--- src/rtl/serial_flow_acc.sv ---
// Bit-serial multi-channel adder / comparator: one result bit per consumed input bit,
// with a full scan chain over all state flops.
module serial_flow_acc #(
  parameter int WORD_W = 8,
  parameter int NCH    = 2
) (
  input  logic           clock,
  input  logic           reset,
  input  logic [NCH-1:0] line,
  input  logic           in_valid,
  input  logic           mode,
  input  logic           test_si,
  input  logic           test_se,
  output logic           outp,
  output logic           out_valid,
  output logic           word_done,
  output logic           overflw,
  output logic           test_so
);

  localparam int CW    = $clog2(NCH);
  localparam int BW    = $clog2(WORD_W);
  localparam int SW    = CW + 1;
  localparam int CHAIN = 6 + CW + BW;

  logic [BW-1:0]    bit_cnt;
  logic [CW-1:0]    carry;
  logic             mode_q;
  logic             mism;
  logic [SW-1:0]    pop;
  logic [SW-1:0]    sum;
  logic             mode_eff;
  logic             last;
  logic             neq;
  logic [CHAIN-1:0] chain;

  // popcount + carry peaks at 2*NCH-1, which always fits in CW+1 bits
  always_comb begin
    pop = '0;
    for (int i = 0; i < NCH; i++) begin
      pop = pop + SW'(line[i]);
    end
  end

  assign sum      = pop + SW'(carry);
  assign mode_eff = (bit_cnt == '0) ? mode : mode_q;
  assign last     = (bit_cnt == BW'(WORD_W - 1));
  assign neq      = !((&line) || !(|line));

  // LSB of the chain is the flop nearest test_si
  assign chain   = {bit_cnt, carry, mism, mode_q, word_done, out_valid, overflw, outp};
  assign test_so = bit_cnt[BW-1];

  always_ff @(posedge clock or negedge reset) begin
    if (!reset) begin
      bit_cnt   <= '0;
      carry     <= '0;
      mode_q    <= 1'b0;
      mism      <= 1'b0;
      outp      <= 1'b0;
      out_valid <= 1'b0;
      word_done <= 1'b0;
      overflw   <= 1'b0;
    end else if (test_se) begin
      {bit_cnt, carry, mism, mode_q, word_done, out_valid, overflw, outp}
        <= {chain[CHAIN-2:0], test_si};
    end else if (in_valid) begin
      out_valid <= 1'b1;
      word_done <= last;
      if (bit_cnt == '0) begin
        mode_q <= mode;
      end
      if (mode_eff) begin
        outp <= ^line;
      end else begin
        outp <= sum[0];
      end
      if (last) begin
        bit_cnt <= '0;
        carry   <= '0;
        mism    <= 1'b0;
        overflw <= mode_eff ? (mism | neq) : (sum[SW-1:1] != '0);
      end else begin
        bit_cnt <= bit_cnt + BW'(1);
        overflw <= 1'b0;
        if (mode_eff) begin
          mism <= mism | neq;
        end else begin
          carry <= sum[SW-1:1];
        end
      end
    end else begin
      out_valid <= 1'b0;
      word_done <= 1'b0;
      overflw   <= 1'b0;
    end
  end

endmodule

--- config.mk ---
export PLATFORM = sky130hd
export DESIGN_NAME = serial_flow_acc
export DESIGN_NICKNAME = d
export VERILOG_FILES = /design/src/rtl/serial_flow_acc.sv
export SDC_FILE = /design/constraint.sdc
export NUM_CORES = 1
export LEC_CHECK = 0
export ABC_AREA = 1
export CORE_AREA = 8 8 46 48
export CTS_BUF_LIST = sky130_fd_sc_hd__clkbuf_2
export DETAILED_ROUTE_END_ITERATION = 10
export DIE_AREA = 0 0 54 56
export GPL_TIMING_DRIVEN = 0
export PLACE_DENSITY = 0.78
export SYNTH_ARGS = -nofsm -noshare
export SYNTH_HDL_FRONTEND = slang
export SYNTH_SLANG_ARGS = --single-unit
--- constraint.sdc ---
create_clock -name clock -period 2.1 [get_ports clock]
set_input_delay 0.315 -clock clock [delete_from_list [all_inputs] [get_ports clock]]
set_output_delay 0.315 -clock clock [all_outputs]
set_load 0.03 [all_outputs]
==> results by group <==
Finish
  – Layout Nets: 108
  – Number of antenna diodes: 0
  – Layout cells sized above 1: 7.45%
  – Area grow syn2layout: 23.4%
  – Register Area: 250 um2
  – Most frequent cells in the layout: nand2_1 (20), inv_1 (15), clkdlybuf4s50_1 (11)
  – Filler Cell Count: roughly 150
  – Multi-input combinational cell area: 298 um2
  – Most common cell after layout, fill and taps aside: nand2_1

CTS
  – Worst-path clk slew: ~0.090 ns
  – TritonCTS clock tree: built
  – Clk sink count: 10
  – H-tree Lvls: 1
  – Cts hold-fix bufs: 0
  – Post-CTS resize count: 0
  – CTS max path bufs: 2
  – Cts bufs inserted: 3
  – Root buf cell: clkbuf_2
  – Clk Latency, worst-skew pair: between 0.2 and 0.3 ns
  – Post-CTS Setup Inserts: 0

Hold path
  – Worst hold path type: in -> reg

Logic synthesis
  – Mapped Area: 619 um2
  – Gate Count Post-Synth: 80
  – Unique masters post-synth: 18
  – Ys Warns: 0
  – Mapped Nets: 92
  – Synth Register Bits: 10
  – Syn avg cell area: 7.74 um2
  – Register area share after synthesis: about two fifths

Timing
  – Fin crit period: 1.62 ns
  – Final Hold Viols: 0
  – Setup violators final: 0
  – Final Max Slew Viols: 0
  – Layout Skew: 0.000522 ns
  – Period utilisation layout: 77.0%
  – RSZ-0062 raised after global routing: false
  – Final setup TNS: 0 ns
  – Actual slew at the worst max-slew pin: 0.450 ns
  – Max Clk Rate: around 620 MHz
  – Slew margin rel.: 69.9%

Global routing
  – Global-route wire length before repair: approximately 2.3 mm
  – Vias in the first global route: between 500 and 600
  – Overflow after GRT: 0
  – Initial antenna violation count: 0
  – Gr usage total: between 10% and 20%
  – Largest net degree at the start of global routing: 11

Placed design
  – Dpl hpwl: 1.05 mm
  – Port Buffer Count: 11
  – GPL Wtd Cong: 0.781

Pwr
  – Combinational share of power: about 48%
  – Power Density: ~980 nW/um2
  – Power share of the clock group: between 10% and 20%
  – Total power draw: about 750 uW
  – Pint: 434 uW
  – Sw frac: 42.0%
  – P_sw: between 300 and 400 uW
  – IR drop worst, VDD: roughly 390 uV
  – Total leakage power: about 0.0004 uW
  – Sequential Power Share: roughly two fifths

Detailed routing
  – Final ANT Viol Nets: 0
  – Final wirelength: ~1.4 mm
  – DR WL/cell: around 12 um
  – Drt pass-1 iters: 4
  – Total number of vias: 547
  – DRC viols: 0
  – Initial DRC count: 17
  – Vias per cell: 4.97

Run status
  – Outcome: complete, no violations

Die
  – FP Rows: 14
  – Ports: 13
  – DIE AREA: just over 3000 um2
  – Initial Util: about 43%
  – Die X: 54 um
  – Chip Height: around 56 um
  – Core area: around 1400 um2

Setup path
  – Slowest CP cell: clkdlybuf4s50_1
  – WP data required: about 1.8 ns
  – Crit path largest cell delay: between 0.6 and 0.7 ns
  – Worst-path cell chain: clkdlybuf4s50_1
  – Buffers & Inverters on Critical Path: 1
  – Worst Setup Start Kind: flop
  – CP Data Arrival Time: about 1.3 ns
  – CP Class: reg -> out
  – CP max FO: 3
  – Kind of end point of the critical path: primary output
  – Delay-heaviest family, CP: buffers and inverters

Flow run
  – Max capacitance violation total: 0
-- path summary, 6_finish.rpt --
path / startpoint / end / slack (ns) / depth (start not counted)
min: test_se / overflw / 0.32 / 3
max: bit_cnt[2] / test_so / 0.48 / 1
max reg2reg: bit_cnt[1] / carry / 0.69 / 7
min in group asynchronous: reset / carry / 0.37 / 1
min reg2reg: carry / carry / 0.47 / 2
max in group asynchronous: reset / out_valid / 1.42 / 1
-- logic make-up after synthesis --
| family | Yosys count | synth area share [%] |
|---|---|---|
| flops | 10 | 40.4 |
| compound gates | 10 | 10.9 |
| simple gates | 39 | 27.9 |
| fa+ha+maj | 4 | 9.29 |
| buf+inv | 17 | 11.5 |
-- cell usage after synthesis --
cell type	number	area, um2
nand4_1	2	12.5
nor2_4	1	11.3
nand2_1	20	75.1
or2_0	1	6.26
o22ai_1	1	6.26
buf_6	1	11.3
a22oi_1	2	15.0
a21oi_1	1	5.00
inv_1	15	56.3
nor2_1	6	22.5
o221ai_1	2	17.5
inv_2	1	3.75
o21ai_0	3	15.0
fa_1	1	20.0
ha_1	3	37.5
dfrtp_1	10	250
nand3_1	9	45.0
o21ai_2	1	8.76
-- routing by layer --
| layer | global-route usage [%] | vias up | wire length (um) |
|---|---|---|---|
| met1 | 13.6 | 242 | 657 |
| li1 | - | 285 | - |
| met3 | 3.74 | 4 | 103 |
| met4 | 6.34 | 0 | 21 |
| met2 | 12.6 | 16 | 575 |
| met5 | 0 | - | 0 |
-- final cells by class --
type                            count  area share [%]
Multi-Input combinational cell     53            39.0
Sequential cell                    10            32.7
Timing Repair Buffer               11            14.4
Inverter                           16            7.86
Tap cell                           16            2.62
Clock buffer                        3            1.96
Buffer                              1            1.47
-- flip-flops by register name (all words and copies together), names as in the netlist --
register and count:
bit_cnt 3, carry 1, mism 1, mode_q 1, out_valid 1, outp 1
overflw 1, word_done 1
-- power by group through the flow --
stage          combinational, uW  clock [uW]  sequential [uW]
2_1_floorplan                200           0              333
3_3_place_gp                 346           0              293
3_5_place_dp                 354           0              296
4_1_cts                      359         106              292
5_1_grt                      409         116              299
6_report                     356         101              292
-- stage by stage --
step / area [um2] / worst slack, ns / hold WS (ns) / cells / utilization [%]
after floorplan: 619 / 0.827 / 0.0194 / 80 / -
after global placement: 749 / 0.301 / 0.461 / 107 / 52.2
after detailed placement: 749 / 0.294 / 0.458 / 107 / 52.2
after CTS: 764 / 0.457 / 0.317 / 110 / 53.2
after global routing: 764 / 0.428 / 0.332 / 110 / 53.2
final: 764 / 0.482 / 0.324 / 110 / 53.2
No activity file was read; power rests on OpenSTA's default activity.
